`src/rtl/nn_reset_pkg.sv`:
```
// Shared types and defaults for the staged reset sequencer.
package nn_reset_pkg;

   typedef enum logic [2:0] {
      SYNC  = 3'd0,
      DELAY = 3'd1,
      ACK   = 3'd2,
      DONE  = 3'd3,
      ERROR = 3'd4
   } state_t;

   localparam int DEF_NUM_STAGES  = 4;
   localparam int DEF_STAGE_DELAY = 16;
   localparam int DEF_ACK_TIMEOUT = 1024;
   localparam int DEF_SYNC_STAGES = 2;

   // One counter serves both the delay and the ack wait, so size it for the larger.
   function automatic int cnt_width(input int a, input int b);
      int m;
      m = (a > b) ? a : b;
      return (m <= 1) ? 1 : $clog2(m);
   endfunction

endpackage

```
`src/rtl/nn_reset_sync.sv`:
```
// Reset synchroniser: asserts asynchronously, deasserts after SYNC_STAGES edges.
module nn_reset_sync
   import nn_reset_pkg::*;
#(
   parameter int SYNC_STAGES = DEF_SYNC_STAGES
)(
   input  logic clk,
   input  logic reset,
   output logic rst_sync
);

   logic [SYNC_STAGES-1:0] chain;

   // Shift ones in once the raw reset is released; clear at once when it falls.
   always_ff @(posedge clk or negedge reset) begin
      if (!reset) chain <= '0;
      else        chain <= {chain[SYNC_STAGES-2:0], 1'b1};
   end

   assign rst_sync = chain[SYNC_STAGES-1];

endmodule

```
`src/rtl/nn_reset_sequencer.sv`:
```
// Releases NUM_STAGES downstream active-low resets in order, each after a
// fixed delay and gated on the previous stage's init_done acknowledgment.
module nn_reset_sequencer
   import nn_reset_pkg::*;
#(
   parameter int NUM_STAGES  = DEF_NUM_STAGES,
   parameter int STAGE_DELAY = DEF_STAGE_DELAY,
   parameter int ACK_TIMEOUT = DEF_ACK_TIMEOUT,
   parameter int SYNC_STAGES = DEF_SYNC_STAGES
)(
   input  logic                          clk,
   input  logic                          reset,
   input  logic                          soft_reset,
   input  logic [NUM_STAGES-1:0]         init_done,
   output logic [NUM_STAGES-1:0]         stage_reset,
   output logic [$clog2(NUM_STAGES):0]   cur_stage,
   output logic                          all_ready,
   output logic                          timeout_err
);

   localparam int IW = $clog2(NUM_STAGES) + 1;
   localparam int CW = cnt_width(STAGE_DELAY, ACK_TIMEOUT);
   localparam logic [IW-1:0] LAST_IDX  = IW'(NUM_STAGES - 1);
   localparam logic [IW-1:0] DONE_IDX  = IW'(NUM_STAGES);
   localparam logic [CW-1:0] DELAY_END = CW'(STAGE_DELAY - 1);
   localparam logic [CW-1:0] ACK_END   = CW'(ACK_TIMEOUT - 1);

   state_t                  state;
   logic [CW-1:0]           cnt;
   logic                    rst_sync;
   logic [NUM_STAGES-1:0]   sel;
   logic                    ack;

   nn_reset_sync #(.SYNC_STAGES(SYNC_STAGES)) u_sync (
      .clk      (clk),
      .reset    (reset),
      .rst_sync (rst_sync)
   );

   // cur_stage doubles as the stage index; decode it to a one-hot select so
   // only the current stage's init_done is looked at.
   always_comb begin
      sel = '0;
      for (int i = 0; i < NUM_STAGES; i++)
         if (cur_stage == IW'(i)) sel[i] = 1'b1;
      ack = |(sel & init_done);
   end

   // Sequencing FSM; soft_reset overrides everything except the initial sync wait.
   always_ff @(posedge clk or negedge reset) begin
      if (!reset) begin
         state       <= SYNC;
         cnt         <= '0;
         cur_stage   <= '0;
         stage_reset <= '0;
         all_ready   <= 1'b0;
         timeout_err <= 1'b0;
      end else if (soft_reset && state != SYNC) begin
         state       <= DELAY;
         cnt         <= '0;
         cur_stage   <= '0;
         stage_reset <= '0;
         all_ready   <= 1'b0;
         timeout_err <= 1'b0;
      end else begin
         case (state)
            SYNC: begin
               if (rst_sync) begin
                  state     <= DELAY;
                  cnt       <= '0;
                  cur_stage <= '0;
               end
            end
            DELAY: begin
               if (cnt == DELAY_END) begin
                  stage_reset <= stage_reset | sel;
                  cnt         <= '0;
                  state       <= ACK;
               end else begin
                  cnt <= cnt + 1'b1;
               end
            end
            ACK: begin
               if (ack) begin
                  cnt <= '0;
                  if (cur_stage == LAST_IDX) begin
                     state     <= DONE;
                     all_ready <= 1'b1;
                     cur_stage <= DONE_IDX;
                  end else begin
                     state     <= DELAY;
                     cur_stage <= cur_stage + 1'b1;
                  end
               end else if (cnt == ACK_END) begin
                  state       <= ERROR;
                  timeout_err <= 1'b1;
               end else begin
                  cnt <= cnt + 1'b1;
               end
            end
            DONE, ERROR: ;
            default: state <= SYNC;
         endcase
      end
   end

endmodule

```
`config.mk`:
```
export PLATFORM = sky130hd
export DESIGN_NAME = nn_reset_sequencer
export DESIGN_NICKNAME = d
export VERILOG_FILES = /design/src/rtl/nn_reset_pkg.sv /design/src/rtl/nn_reset_sync.sv /design/src/rtl/nn_reset_sequencer.sv
export SDC_FILE = /design/constraint.sdc
export NUM_CORES = 1
export LEC_CHECK = 0
export BUFFER_PORTS_ARGS = -buffer_cell sky130_fd_sc_hd__buf_2
export CAP_MARGIN = 10
export CORE_MARGIN = 10
export CORE_UTILIZATION = 25
export CTS_CLUSTER_SIZE = 8
export DETAILED_ROUTE_END_ITERATION = 7
export SYNTH_ARGS = -nofsm -noshare
export SYNTH_HDL_FRONTEND = slang
export SYNTH_SLANG_ARGS = --single-unit
```
`constraint.sdc`:
```
create_clock -name clk -period 6.86 [get_ports clk]
set_input_delay 1.372 -clock clk [delete_from_list [all_inputs] [get_ports clk]]
set_output_delay 1.372 -clock clk [all_outputs]
set_load 0.05 [all_outputs]
```
Word level (Yosys, flattened, before mapping)
Index checks and enable logic that the tools add are counted.
Word-level totals
  flip-flop bits (word level): 24
  bits in latches: 0
  memory bits (writable): 0
  bits in read-only memories: 0
  input bits: 7
  output and inout port bits: 9
  word-level logic and storage cells: 80
  memories kept: 0
Cells by class
  add/subtract/negate cells: 2
  multipliers: 0
  divide/modulo/power cells: 0
  magnitude comparators: 0
  equal/unequal tests: 16
  shift-type cells: 0
  mux-type cells: 33
  bitwise logic cells: 2
  reductions and logical operators: 20
Operator list (number)
  10-bit 2-to-1 mux: 5
  10-bit case mux with 3 select lines: 1
  3-bit 2-to-1 mux: 9
  3-bit by 2-bit == test with 1-bit output (second input constant): 4
  1-bit 2-to-1 mux: 12
  4-bit 2-to-1 mux: 3
  3-bit case mux with 4 select lines: 1
  3-bit AND reduction: 4
  2-bit nonzero test: 6
  10-bit by 1-bit adder with 10-bit output (second input constant): 1
  10-bit == test (second input constant): 1
  10-bit by 4-bit == test with 1-bit output (second input constant): 1
  4-bit inequality test (second input constant): 2
  3-bit by 1-bit == test with 1-bit output (second input constant): 2
  3-bit zero test: 2
  3-bit inequality test (second input constant): 2
  3-bit case mux with 2 select lines: 1
  3-bit nonzero test: 2
  4-bit AND: 1
  4-bit OR: 1
  4-bit AND reduction: 1
  4-bit nonzero test: 1
  4-bit OR reduction: 1
  3-bit by 1-bit adder with 3-bit output (second input constant): 1
  8 further kinds: 8

Logic depth before layout (Yosys ltp)
Gate-level depths: netlist of run 1.
  depth in word-level cells: 7
  gate-level depth with buffers: 8
  mapped depth without buffers: 7

Hierarchy
A second synthesis of run 1 with hierarchy kept.
Unflattened totals
  cells, all modules: 149
  area, all modules: 1486.4 sq um
Modules (own cells, without submodules)
  nn_reset_sequencer: instances 1, cells each 146, area each 1432.6 sq um, sequential area each 550.5 sq um
  nn_reset_sync: instances 1, cells each 3, area each 53.8 sq um, sequential area each 50.0 sq um

Least setup slack after synthesis of run 1
OpenSTA, ideal clock, no wires.
  path type: input -> register
  start point: input port init_done[2]
  end point: register cur_stage[2]
  setup time: 0.175 ns
  arrival time: 2.741 ns
  required time: 6.685 ns
  path slack: 3.945 ns
  stages: 4
  buffers on the path: 0
  cell sequence: a22oi_1 -> o211a_1 -> a2111oi_0 -> o32ai_1
Between the ends
  word-level cells in the longest chain between the ends: 4
RTL lines
  start, declared: RTL line nn_reset_sequencer.sv:14  | input logic [NUM_STAGES-1:0] init_done,
  4-bit AND: RTL line nn_reset_sequencer.sv:46  | ack = |(sel & init_done);
  4-bit OR reduction: RTL line nn_reset_sequencer.sv:46
  3-bit inequality test (no source line)
  3-bit AND reduction (no source line)
  end signal, assigned: RTL line nn_reset_sequencer.sv:92  | cur_stage <= cur_stage + 1'b1;
  end, declared: RTL line nn_reset_sequencer.sv:16  | output logic [$clog2(NUM_STAGES):0] cur_stage,
Every way passes these cells.
A chain may end at the register's enable or synchronous reset.

Worst setup path in the final report of run 1
  start point: input port init_done[2]
  end point: register cur_stage[0]
Same word-level chain as after synthesis.

==> impl_metrics.py, run 1 <==
metrics = {
    "setup_path": {
        "worst-path-max-fanout": 7,
        "cp.arrival_ns": 3.11,
        "worst_r2r_path_depth": 7,
        "critPathLaunchType": "input port",
        "reg2reg_to": "cur_stage[0]",
        "endpoint_kind": "flip-flop",
        "reg2reg_from": "cur_stage[0]",
        "crit_path_start": "init_done[2]",
        "required_ns": 7.05,
        "path_class": "input port to flip-flop",
        "r2r_slack_ns": 4.31,
        "cp-endpoint": "cur_stage[0]",
    },
    "die": {
        "dieHeight_um": 92.87,
        "core-area_mm2": 0.005140,
        "die_width_um": 92.87,
        "die_area_mm2": 0.008625,
        "num_rows": 26,
        "start_util": 0.2583,
        "io_pins": 16,
    },
    "global_routing": {
        "grt_max_degree": 25,
        "grt_overflow": 0,
        "grt_pass1_vias": 1144,
        "grtUsageTotal": 0.07086,
        "grt_pass1_wl_um": 5181,
        "antenna_found_initial": 0,
    },
    "pwr": {
        "swShare": 0.2048,
        "clockPowerShare": 0.441,
        "power_leakage_nw": 0.6690,
        "power_switching_w": 0.00005821,
        "p_per_area_mw_per_mm2": 185.4,
        "comb_power_share": 0.047,
        "vdd_drop_max_v": 0.00006943,
        "p_seq_frac": 0.512,
        "p_int_w": 0.0002260,
    },
    "synth": {
        "ys.flop_type": "dfrtp_1",
        "yosys_warnings": 0,
        "synth_seq_cells": 24,
        "synth_cell_types": 37,
        "netlist_area_mm2": 0.001328,
        "ys_seq_area_frac": 0.4524,
        "synthArstFlopShare": 1.000,
        "synth_edf_count": 0,
        "synth_nets": 160,
        "synth.avg_cell_area_um2": 9.031,
        "synth_cells": 147,
    },
    "timing": {
        "finalSetupViolCount": 0,
        "finalCritPeriodShare": 0.4257,
        "relSlewSlack": 0.3284,
        "hold_viol": 0,
        "layout_min_cycle_time_ns": 2.921,
        "rsz0062_at_grt": "no",
        "tns_ns": 0,
        "clock-skew-final_ns": 0.003074,
        "slew_viol_final": 0,
        "fmax_mhz": 342.4,
        "tightest_slew_ns": 1.005,
    },
    "layout": {
        "utilization": 0.2982,
        "final_nets": 174,
        "antenna_cells": 0,
        "final_cell_mix": "dfrtp_1, nand2_1, buf_2",
        "drive_above_1_share": 0.1375,
        "area_growth_syn_to_layout_pct": 15.46,
        "layout_commonest_cell": "dfrtp_1",
        "fillers": 566,
    },
    "flow_run": {
        "cap_violations": 0,
    },
    "clocking": {
        "ctsResizeCount": 0,
        "cts.sink_count": 24,
        "h-tree-depth": 1,
        "clock_latency_ns": 0.27,
        "cts_setup_buffers": 0,
        "clockBufferDepth": 2,
        "cts_hold_buf": 0,
        "root_buffer": "clkbuf_8",
        "path_clk_slew_ns": 0.09,
        "cts_inserted_buffers": 3,
        "tritoncts": "yes",
    },
    "placement": {
        "dpl.hpwl_um": 2102,
        "gp_congestion": 0.7556,
        "port-buffer-count": 15,
    },
    "route": {
        "wl_per_cell_um": 12.59,
        "initialDrtViolationCount": 64,
        "wl_um": 2895,
        "firstDrtPassIters": 4,
        "drcViolationCount": 0,
        "via_per_inst": 4.843,
        "antenna_left": 0,
        "vias": 1114,
    },
    "worst_hold_path": {
        "hp-class": "flip-flop to flip-flop",
    },
    "status": {
        "status": "finished, final reports clean",
    },
}
-- critical path: stages --
cell       delay [ns]
buf_2            0.08
a22oi_1          0.08
o211a_1          0.31
a2111oi_1        0.95
nand2_1          0.14
o22ai_1          0.19
-- stage by stage --
stage | hold WS [ns] | power [W] | instance area (µm²) | std cells | worst slack [ns]
after floorplan | 0.3312 | 0.0001556 | 1328 | 147 | 3.945
after global placement | 0.3320 | 0.0001617 | 1460 | 226 | 3.695
after detailed placement | 0.3410 | 0.0001621 | 1460 | 226 | 3.507
after CTS | 0.3619 | 0.0002869 | 1531 | 230 | 3.778
after global routing | 0.3691 | 0.0002945 | 1533 | 230 | 3.814
final | 0.3555 | 0.0002842 | 1533 | 230 | 3.939
-- logic make-up after synthesis --
logic type,synth area share
AOI/OAI and AO/OA,0.1913
xor gates and xnor gates,0.01320
adders and majority gates,0.05655
buffers and inverters,0.03393
DFF,0.4524
muxes,0.007540
other,0.002825
and+or+nand+nor,0.2422
-- Yosys cell counts, drive strengths merged, types with 2 or more instances --
master / n / area (µm²)
nor3: 5 / 25.02
o21ai: 8 / 40.04
o211ai: 4 / 30.03
nor4: 2 / 12.51
o22ai: 2 / 12.51
nand3b: 2 / 15.01
nand3: 8 / 40.04
nand2b: 4 / 25.02
nor3b: 2 / 15.01
a21oi: 5 / 25.02
a31oi: 4 / 25.02
clkbuf: 5 / 18.77
o31ai: 2 / 15.01
inv: 4 / 15.01
nand2: 22 / 82.58
or4: 3 / 26.27
or3: 3 / 18.77
nor2: 13 / 48.80
dfrtp: 24 / 600.6
ha: 6 / 75.07
o21bai: 2 / 15.01
a21o: 3 / 22.52
-- worst min-delay path by stage --
stage                                  to       startpoint  cells past startpoint  slack [ns]
after CTS                 u_sync.chain[1]  u_sync.chain[0]                      0        0.36
after global routing      u_sync.chain[1]  u_sync.chain[0]                      0        0.37
after floorplan           u_sync.chain[1]  u_sync.chain[0]                      0        0.33
final                     u_sync.chain[1]  u_sync.chain[0]                      0        0.36
after detailed placement  u_sync.chain[1]  u_sync.chain[0]                      0        0.34
after global placement    u_sync.chain[1]  u_sync.chain[0]                      0        0.33
-- area by class of cell --
type                    instances  area [µm²]  share of cell area
multi-input cells             113       683.2              0.4457
flip-flops and latches         24       600.6              0.3918
well taps                      70       87.58             0.05714
repair buffers                 15       75.07             0.04898
clock buffers                   3       41.29             0.02694
clock inverters                 1       30.03             0.01959
inverters                       4       15.01            0.009796
-- registers in the layout, indices dropped and copies added (netlist names) --
signal        flops
stage_reset       4
state             3
cur_stage         3
timeout_err       1
u_sync.chain      2
all_ready         1
cnt              10
-- layer usage --
layer | vias to the layer above | part of all wire | track usage
met2 | 17 | 0.49 | 0.1227
met4 | 0 | 0.0048 | 0.01542
met5 | - | 0 | 0
met3 | 2 | 0.061 | 0.02179
li1 | 554 | - | -
met1 | 541 | 0.45 | 0.08361
-- power by group through the flow --
stage / registers, W / clock network (W) / logic [W]
floorplan: 0.000148 / 0 / 0.00000773
global placement: 0.000148 / 0 / 0.0000134
detailed placement: 0.000148 / 0 / 0.0000137
CTS: 0.000146 / 0.000128 / 0.0000138
global route: 0.000146 / 0.000133 / 0.0000155
finish: 0.000146 / 0.000125 / 0.0000133
Power figures use the tool's default switching activity.
==> run 2: changes to the inputs <==
ABC_AREA = 1   (was unset)
clock period = 2.7 ns   (was 6.86 ns; I/O delays follow)
==> run 2 against run 1 <==
Combinational power rose to 28 times the previous value. Utilization down 0.86 points. Via count up 11%. Synthesized area up 12%. Non-clock buffer count unchanged. Critical path depth up 5. Largest power group unchanged.
==> impl_metrics.py, run 2 <==
metrics = {
    "die": {
        "start_util": 0.2536,
        "dieHeight_um": 97.05,
        "io_pins": 16,
        "die_area_mm2": 0.009418,
        "num_rows": 28,
        "core-area_mm2": 0.005851,
        "die_width_um": 97.05,
    },
    "clocking": {
        "cts.sink_count": 24,
        "cts_setup_buffers": 0,
        "root_buffer": "clkbuf_8",
        "clockBufferDepth": 2,
        "clock_latency_ns": 0.26,
        "h-tree-depth": 1,
        "tritoncts": "yes",
        "ctsResizeCount": 0,
        "path_clk_slew_ns": 0.08,
        "cts_hold_buf": 0,
        "cts_inserted_buffers": 3,
    },
    "synth": {
        "yosys.area.top_type": "dfrtp_1",
        "synth_nets": 212,
        "synth_top_family_by_area": "simple AND/OR/NAND/NOR gates",
        "ys.flop_type": "dfrtp_1",
        "synthArstFlopShare": 1.000,
        "synth_compound_area_frac": 0.04637,
        "synth_cell_types": 27,
        "ys_seq_area_frac": 0.4047,
        "synth_most_common_cell": "nand2_1",
        "synth_edf_count": 0,
        "synth.area.mux_share": 0,
        "synth_fa_ha_area_frac": 0.05059,
        "synth-xor-area-share": 0.03541,
        "synth-simple-area-share": 0.3820,
        "synth_commonest_cells": "nand2_1, inv_1, dfrtp_1",
        "synth.avg_cell_area_um2": 7.457,
        "synth_seq_cells": 24,
        "synth_cells": 199,
        "yosys_warnings": 0,
        "ys_top_cells_by_area": "dfrtp_1, nand2_1, nand3_1",
        "synth.top_cell.area_share": 0.4047,
        "netlist_area_mm2": 0.001484,
    },
    "placement": {
        "port-buffer-count": 15,
        "gp_congestion": 0.8211,
        "dpl.hpwl_um": 2398,
        "dpl.cell_count": 289,
    },
    "setup_path": {
        "required_ns": 2.89,
        "endpoint_kind": "flip-flop",
        "critPathLaunchType": "flip-flop",
        "cp.arrival_ns": 1.96,
        "path_class": "flip-flop to flip-flop",
        "worst-path-max-fanout": 5,
    },
    "global_routing": {
        "grt_pass1_vias": 1250,
        "antenna_found_initial": 0,
        "grtUsageTotal": 0.06949,
        "grt_overflow": 0,
        "grt_pass1_wl_um": 5671,
        "grt_max_degree": 25,
    },
    "route": {
        "vias": 1238,
        "wl_per_cell_um": 10.71,
        "drcViolationCount": 0,
        "via_per_inst": 4.240,
        "wl_um": 3126,
        "antenna_left": 0,
        "initialDrtViolationCount": 71,
        "firstDrtPassIters": 4,
    },
    "timing": {
        "rsz0062_at_grt": "no",
        "slew_viol_final": 0,
        "layout_min_cycle_time_ns": 1.763,
        "fmax_mhz": 567.3,
        "hold_viol": 0,
        "tns_ns": 0,
        "tightest_slew_ns": 0.5499,
        "relSlewSlack": 0.6334,
        "finalSetupViolCount": 0,
        "finalCritPeriodShare": 0.6528,
        "timing.hold.ws_ns": 0.2537,
        "clock-skew-final_ns": 0.004213,
    },
    "layout": {
        "antenna_cells": 0,
        "fillers": 642,
        "area_growth_syn_to_layout_pct": 14.16,
        "layout_commonest_cell": "nand2_1",
        "largest_reg_flops": 10,
        "regArea_um2": 600.6,
        "multi_input_area_um2": 767.0,
        "reg.largest.list": "cnt x10, stage_reset x4",
        "largest-register": "cnt",
        "drive_above_1_share": 0.1751,
        "final_nets": 232,
        "final_cell_mix": "nand2_1, inv_1, dfrtp_1",
        "finalNonFillerCells": 292,
    },
    "status": {
        "status": "finished, final reports clean",
    },
    "flow_run": {
        "cap_violations": 0,
    },
    "worst_hold_path": {
        "hp-class": "input port to async pin",
    },
    "pwr": {
        "power_leakage_nw": 0.8877,
        "vdd_drop_max_v": 0.0002222,
        "p_per_area_mw_per_mm2": 596.7,
    },
}
## run 2: changes by cell type in the layout (fill, tap and decap cells not counted), moves of 4 or more
| cell | before | now |
|---|---|---|
| inv_1 | 4 | 25 |
| nor2_1 | 13 | 18 |
| nand3_1 | 8 | 19 |
| o21ai_0 | 8 | 3 |
| o211ai_1 | 4 | 0 |
| nand2_1 | 22 | 64 |
| a31oi_1 | 4 | 0 |
| nand2b_1 | 4 | 0 |
| nor3_1 | 5 | 1 |
| inv_2 | 0 | 5 |
## run 2: cells by family (layout without fill, tap and decap cells)
kind of cell | after synthesis | count (layout)
XOR/XNOR | 6 | 6
AND/OR/NAND/NOR | 120 | 120
flip-flops | 24 | 24
other | 1 | 1
buffers and inverters | 31 | 49
adder cells (fa/ha/maj) | 6 | 6
AO/OA/AOI/OAI | 11 | 11
## run 2: critical path, stage by stage, from the launching register on
cell     delay [ns]
dfrtp_1        0.43
ha_1           0.22
ha_1           0.22
nand2_1        0.08
nand2_1        0.08
nor2_4         0.16
nand2_1        0.10
nand2_1        0.07
nand2_1        0.06
inv_1          0.13
nand2_1        0.06
o21ai_1        0.07
## run 2: worst paths after layout
path                                 startpoint               to  slack, ns  depth (start not counted)
worst min register to register  u_sync.chain[0]  u_sync.chain[1]       0.35                          0
worst max register to register     cur_stage[0]     cur_stage[0]       0.94                         11
max in group asynchronous                 reset           cnt[6]       2.08                          1
min in group clk                u_sync.chain[0]  u_sync.chain[1]       0.35                          0
worst min-delay path                      reset     cur_stage[1]       0.25                          1
worst max-delay path               cur_stage[0]     cur_stage[0]       0.94                         11
## run 2: metrics by stage
stage | area (µm²) | utilization | setup WS, ns | power, W
final | 1694 | 0.2896 | 0.9374 | 0.001011
after floorplan | 1484 | - | 0.8336 | 0.0007245
after global placement | 1653 | 0.2825 | 0.9701 | 0.0008123
after CTS | 1694 | 0.2896 | 0.9259 | 0.001031
after detailed placement | 1653 | 0.2825 | 0.9553 | 0.0008165
after global routing | 1694 | 0.2896 | 0.7821 | 0.001102
## run 2: layout make-up
cell class              instances  area share
flip-flops and latches         24      0.3545
multi-input cells             144      0.4527
repair buffers                 15     0.04431
inverters                      31     0.06869
well taps                      75     0.05539
clock buffers                   3     0.02437
## run 2: layer usage
layer	up-vias	track usage	wire [µm]
met1	564	0.08347	1458
met4	0	0.006810	0
met5	-	0	0
met3	0	0.02703	197
li1	649	-	-
met2	25	0.1178	1469
## run 2: where the power goes
part / switching (W) / internal [W] / leakage [nW] / total [W]
logic: 0.000264 / 0.000113 / 0.540 / 0.000377
registers: 0.0000402 / 0.000385 / 0.326 / 0.000426
clock network: 0.000109 / 0.0000996 / 0.0216 / 0.000208
